$ cat config.mk
export PLATFORM = sky130hd
export DESIGN_NAME = demux1to3_stream_flat
export DESIGN_NICKNAME = d
export VERILOG_FILES = /design/src/rtl/demux1to3_stream_if.sv /design/src/rtl/demux1to3_stream.sv /design/src/flat_wrapper.sv
export SDC_FILE = /design/constraint.sdc
export NUM_CORES = 1
export LEC_CHECK = 0
export BUFFER_PORTS_ARGS = -buffer_cell sky130_fd_sc_hd__buf_2
export CORE_MARGIN = 10
export CORE_UTILIZATION = 45
export DETAILED_ROUTE_END_ITERATION = 12
export PLACE_DENSITY = 0.75
export RECOVER_POWER = 25
export REMOVE_ABC_BUFFERS = 1
export SKIP_CTS_REPAIR_TIMING = 1
export SYNTH_ARGS = -nofsm -noshare
export SYNTH_HDL_FRONTEND = slang
export SYNTH_SLANG_ARGS = --single-unit
$ cat constraint.sdc
create_clock -name i_clk -period 13.6 [get_ports i_clk]
set_input_delay 0 -clock i_clk [delete_from_list [all_inputs] [get_ports i_clk]]
set_output_delay 0 -clock i_clk [all_outputs]
set_load 0.02 [all_outputs]
$ cat src/rtl/demux1to3_stream_if.sv
// Handshake bundle between one producer, the 1-to-3 demux and its three consumers.
// Directions are named from the demux's point of view (i_ = into the demux).
interface demux1to3_stream_if #(
  parameter int DATA_WIDTH = 64,
  parameter int CNT_WIDTH  = 16
);
  logic                  i_valid;
  logic                  o_ready;
  logic [1:0]            i_dest;
  logic [DATA_WIDTH-1:0] i_data;
  logic                  o_valid_0;
  logic                  o_valid_1;
  logic                  o_valid_2;
  logic                  i_ready_0;
  logic                  i_ready_1;
  logic                  i_ready_2;
  logic [DATA_WIDTH-1:0] o_data_0;
  logic [DATA_WIDTH-1:0] o_data_1;
  logic [DATA_WIDTH-1:0] o_data_2;
  logic [CNT_WIDTH-1:0]  o_drop_count;

  modport slave (
    input  i_valid, i_dest, i_data, i_ready_0, i_ready_1, i_ready_2,
    output o_ready, o_valid_0, o_valid_1, o_valid_2,
    output o_data_0, o_data_1, o_data_2, o_drop_count
  );

  modport master (
    output i_valid, i_dest, i_data, i_ready_0, i_ready_1, i_ready_2,
    input  o_ready, o_valid_0, o_valid_1, o_valid_2,
    input  o_data_0, o_data_1, o_data_2, o_drop_count
  );
endinterface

$ cat src/rtl/demux1to3_stream.sv
// Buffered 1-to-3 stream demultiplexer: three single-entry output registers, dest 3
// discards the payload and bumps a saturating drop counter.
module demux1to3_stream #(
  parameter int DATA_WIDTH = 64,
  parameter int CNT_WIDTH  = 16
) (
  input  logic                 i_clk,
  input  logic                 i_rst,
  demux1to3_stream_if.slave    bus
);
  localparam logic [CNT_WIDTH-1:0] CNT_MAX = {CNT_WIDTH{1'b1}};
  localparam logic [CNT_WIDTH-1:0] CNT_ONE = {{(CNT_WIDTH-1){1'b0}}, 1'b1};

  logic [2:0]            valid_r;
  logic [DATA_WIDTH-1:0] data_r [3];
  logic [CNT_WIDTH-1:0]  drop_count_r;
  logic [2:0]            cons_ready_s;
  logic [2:0]            load_s;
  logic                  ready_s;
  logic                  drop_s;

  assign cons_ready_s = {bus.i_ready_2, bus.i_ready_1, bus.i_ready_0};

  // A lane accepts when it is empty or is being drained in the same cycle (replace-on-drain).
  always_comb begin
    ready_s = 1'b1;
    load_s  = 3'b000;
    drop_s  = 1'b0;
    case (bus.i_dest)
      2'd0:    ready_s = ~valid_r[0] | cons_ready_s[0];
      2'd1:    ready_s = ~valid_r[1] | cons_ready_s[1];
      2'd2:    ready_s = ~valid_r[2] | cons_ready_s[2];
      2'd3:    ready_s = 1'b1;
      default: ready_s = 1'b1;
    endcase
    if (bus.i_valid && ready_s) begin
      case (bus.i_dest)
        2'd0:    load_s = 3'b001;
        2'd1:    load_s = 3'b010;
        2'd2:    load_s = 3'b100;
        2'd3:    drop_s = 1'b1;
        default: drop_s = 1'b0;
      endcase
    end else begin
      load_s = 3'b000;
      drop_s = 1'b0;
    end
  end

  // Lane registers and drop counter; lane data is only written on load and never cleared by a drain.
  always_ff @(posedge i_clk) begin
    if (i_rst) begin
      valid_r      <= 3'b000;
      drop_count_r <= {CNT_WIDTH{1'b0}};
      for (int k = 0; k < 3; k++) begin
        data_r[k] <= {DATA_WIDTH{1'b0}};
      end
    end else begin
      for (int k = 0; k < 3; k++) begin
        if (load_s[k]) begin
          valid_r[k] <= 1'b1;
          data_r[k]  <= bus.i_data;
        end else if (valid_r[k] && cons_ready_s[k]) begin
          valid_r[k] <= 1'b0;
        end else begin
          valid_r[k] <= valid_r[k];
        end
      end
      if (drop_s && (drop_count_r != CNT_MAX)) begin
        drop_count_r <= drop_count_r + CNT_ONE;
      end else begin
        drop_count_r <= drop_count_r;
      end
    end
  end

  assign bus.o_ready      = ready_s;
  assign bus.o_valid_0    = valid_r[0];
  assign bus.o_valid_1    = valid_r[1];
  assign bus.o_valid_2    = valid_r[2];
  assign bus.o_data_0     = data_r[0];
  assign bus.o_data_1     = data_r[1];
  assign bus.o_data_2     = data_r[2];
  assign bus.o_drop_count = drop_count_r;
endmodule

$ cat src/flat_wrapper.sv
// flat-port wrapper written by rule: the top's interface ports become plain ports
module demux1to3_stream_flat 
#(
  parameter int DATA_WIDTH = 64,
  parameter int CNT_WIDTH  = 16
)
  (i_clk, i_rst, bus_i_valid, bus_i_dest, bus_i_data, bus_i_ready_0, bus_i_ready_1, bus_i_ready_2, bus_o_ready, bus_o_valid_0, bus_o_valid_1, bus_o_valid_2, bus_o_data_0, bus_o_data_1, bus_o_data_2, bus_o_drop_count);
  demux1to3_stream_if #(.DATA_WIDTH(DATA_WIDTH), .CNT_WIDTH(CNT_WIDTH)) bus_i ();
  input  logic i_clk;
  input  logic i_rst;
  input wire logic [$bits(bus_i.i_valid)-1:0] bus_i_valid;
  input wire logic [$bits(bus_i.i_dest)-1:0] bus_i_dest;
  input wire logic [$bits(bus_i.i_data)-1:0] bus_i_data;
  input wire logic [$bits(bus_i.i_ready_0)-1:0] bus_i_ready_0;
  input wire logic [$bits(bus_i.i_ready_1)-1:0] bus_i_ready_1;
  input wire logic [$bits(bus_i.i_ready_2)-1:0] bus_i_ready_2;
  output wire logic [$bits(bus_i.o_ready)-1:0] bus_o_ready;
  output wire logic [$bits(bus_i.o_valid_0)-1:0] bus_o_valid_0;
  output wire logic [$bits(bus_i.o_valid_1)-1:0] bus_o_valid_1;
  output wire logic [$bits(bus_i.o_valid_2)-1:0] bus_o_valid_2;
  output wire logic [$bits(bus_i.o_data_0)-1:0] bus_o_data_0;
  output wire logic [$bits(bus_i.o_data_1)-1:0] bus_o_data_1;
  output wire logic [$bits(bus_i.o_data_2)-1:0] bus_o_data_2;
  output wire logic [$bits(bus_i.o_drop_count)-1:0] bus_o_drop_count;
  assign bus_i.i_valid = bus_i_valid;
  assign bus_i.i_dest = bus_i_dest;
  assign bus_i.i_data = bus_i_data;
  assign bus_i.i_ready_0 = bus_i_ready_0;
  assign bus_i.i_ready_1 = bus_i_ready_1;
  assign bus_i.i_ready_2 = bus_i_ready_2;
  assign bus_o_ready = bus_i.o_ready;
  assign bus_o_valid_0 = bus_i.o_valid_0;
  assign bus_o_valid_1 = bus_i.o_valid_1;
  assign bus_o_valid_2 = bus_i.o_valid_2;
  assign bus_o_data_0 = bus_i.o_data_0;
  assign bus_o_data_1 = bus_i.o_data_1;
  assign bus_o_data_2 = bus_i.o_data_2;
  assign bus_o_drop_count = bus_i.o_drop_count;
  demux1to3_stream #(.DATA_WIDTH(DATA_WIDTH), .CNT_WIDTH(CNT_WIDTH)) u_core (.i_clk(i_clk), .i_rst(i_rst), .bus(bus_i));
endmodule
==> results.cfg <==
[run_status]
status = complete, but fails checks
violations = negative hold slack

[route]
drt_iter0_markers = 344
via_count = 4984
wirelength_mm = 22.1
wl_met3_mm = 1.85
top_layer_used = met4
ant_nets = 0
drt-met1-wl_mm = 7.99
post_drt_via_cell_ratio = 5.05
wl_per_cell_um = 22.4
wl_met2_mm = 11.9
dr.pass1.iters = 5
drc_errors = 0

[timing]
timing.slew.headroom_pct = 36.0
rsz0062_at_grt = false
worst_pin_slew_ps = 960
timing.final.max_slew_violations = 0
timing.hold.ws_ps = -21.2
skew_ps = 11.6
fin_crit_sh_pct = 15.5
hold_violations = 1
finalCriticalPeriod_ps = 2100
fmax_mhz = 475
setup_tns_ps = 0
setup_viol = 0

[logic_synthesis]
synth.top_cell.area_share_pct = 79.9
ys_async_sr_fraction_pct = 0
ys_seq_area_share_pct = 85.2
synthFlopType = edfxtp_1
netlist_top_cells_area = edfxtp_1 80%, and2_1 5.7%, dfxtp_1 5.3%, a21oi_1 1.2%, o31ai_1 1.1%
yosys_warnings = 0
ys_ff_latch = 211
synth.avg_cell_area_um2 = 18.7
synthCells = 386
synth_edf_count = 192
synth_largest_area_cell = edfxtp_1
netlist_area_um2 = 7210
synth.distinct_cells = 31

[critical_path]
cp-end-kind = register
slowest_stage = nor4_2
reg2reg_from = u_core.bus.o_drop_count[0]$_SDFFE_PP0P_
path_max_fanout = 13
crit_path_start_kind = register
worstPathRequired_ps = 13990
max_stage_delay_ps = 700
cp_cell_sequence = ha_1 > nand3_1 > nor4_2 > buf_4 > o41ai_1 > a21oi_1
arrival_ps = 2500
crit_type = reg2reg
startpoint = u_core.bus.o_drop_count[0]$_SDFFE_PP0P_

[cts]
clk_pin_slew_ps = 60
cts_root_buf = clkbuf_16
clock_latency_ps = 470
cts_tree = done
cts_buffer_depth = 3
clkSinkCount = 211
numCtsBuffers = 21
htreeDepth = 1

[place]
gp_congestion = 0.861
port_buffers = 283
hpwl_mm = 14.2

[hold_path]
min_from = bus_i_dest[1]
min_path_type = in2reg

[grt]
grt_pass1_wl_mm = 28.8
antenna_found_initial = 0
grt_pass1_vias = 4640
grt.total_usage_pct = 17.0
grt_max_degree = 65
grt_remaining_overflow = 0

[finish]
layout.nets = 829
syn_to_final_growth_pct = 39.5
antenna_cells = 0
fin_util_pct = 63.8
layout_common_cells = 192 x edfxtp_1, 164 x clkbuf_1, 130 x buf_2
fillers = 1188
drive_above_1_share_pct = 21.8
layout.cells.most_common = edfxtp_1

[floorplanning]
fp.dieW_um = 147
coreArea_um2 = 15800
ios = 284
die_area_um2 = 21500
start_util_pct = 45.7
die_h_um = 147
rows = 46

[pwr]
p_per_area_nw_per_um2 = 141
p_leak_uw = 0.00391
vdd_drop_max_mv = 0.0831

[job]
drv_cap = 0
metrics by stage:
step / worst slack, ps / power (µW) / hold WS, ps / cell area, µm² / std cells
finish: 11500 / 1420 / -21.2 / 10100 / 986
detailed placement: 11510 / 892 / 320 / 8920 / 878
global placement: 11660 / 890 / 299 / 8920 / 878
global route: 11310 / 1460 / 2.15 / 10100 / 986
CTS: 11500 / 1410 / -174 / 9540 / 915
floorplan: 7980 / 834 / 69.1 / 7160 / 374
cell type report:
cell class / instances / area [µm²] / area share [%]
clock buffers: 32 / 567 / 5.63
clock inverters: 5 / 53.8 / 0.535
well taps: 216 / 270 / 2.69
multi-input cells: 157 / 1030 / 10.2
flip-flops and latches: 211 / 6150 / 61.1
repair buffers: 359 / 1970 / 19.6
inverters: 6 / 22.5 / 0.224
flip-flops by register name, indices dropped and copies added, names as in the netlist:
| signal | flops |
|---|---|
| u_core.bus.o_drop_count | 16 |
| u_core.data_r | 192 |
| u_core.valid_r | 3 |
critical path, delay by kind of cell, from the launching register on:
family | cells | cell delay (ps)
AO/OA/AOI/OAI | 2 | 240
adder cells (fa/ha/maj) | 1 | 200
buffers and inverters | 1 | 300
flip-flops | 1 | 420
AND/OR/NAND/NOR | 2 | 870
worst paths after layout:
kind | end | slack, ps | depth (start not counted)
min | u_core.valid_r[2]$_SDFFE_PP0P_ | -20 | 3
max reg2reg | u_core.bus.o_drop_count[15]$_SDFFE_PP0P_ | 11500 | 6
min reg2reg | u_core.bus.o_drop_count[3]$_SDFFE_PP0P_ | 530 | 2
max | u_core.bus.o_drop_count[15]$_SDFFE_PP0P_ | 11500 | 6
cell families (layout without fill, tap and decap cells):
logic type                 count (synthesis)  count (layout)  share of synthesized area [%]
adders and majority gates                  1               1                          0.173
DFF                                      211             211                           85.2
and+or+nand+nor                          115             115                           10.0
AOI/OAI and AO/OA                         41              41                           3.56
buffers and inverters                     18             402                           1.04
report_power, final:
group          leakage, µW  total [µW]  switching, µW  internal [µW]
combinational      0.00139         134           93.4           40.2
clock             0.000302         531            223            307
sequential         0.00221         757           12.0            745
per-layer routing:
layer	vias to the layer above	GRT usage, %
li1	2223	-
met1	2447	19.5
met2	288	30.8
met3	26	4.85
met4	0	3.90
met5	-	0
cell usage after synthesis (3+ instances only):
library cell / n
inv_1: 6
o31ai_1: 11
edfxtp_1: 192
and2_1: 66
nand2_1: 8
or4_1: 11
a21oi_1: 18
or3_1: 4
o21ai_0: 6
dfxtp_1: 19
nand3b_1: 3
nand3_1: 7
buf_2: 3
nand4_1: 4
clkbuf_1: 8
No activity file was read; power rests on OpenSTA's default activity.
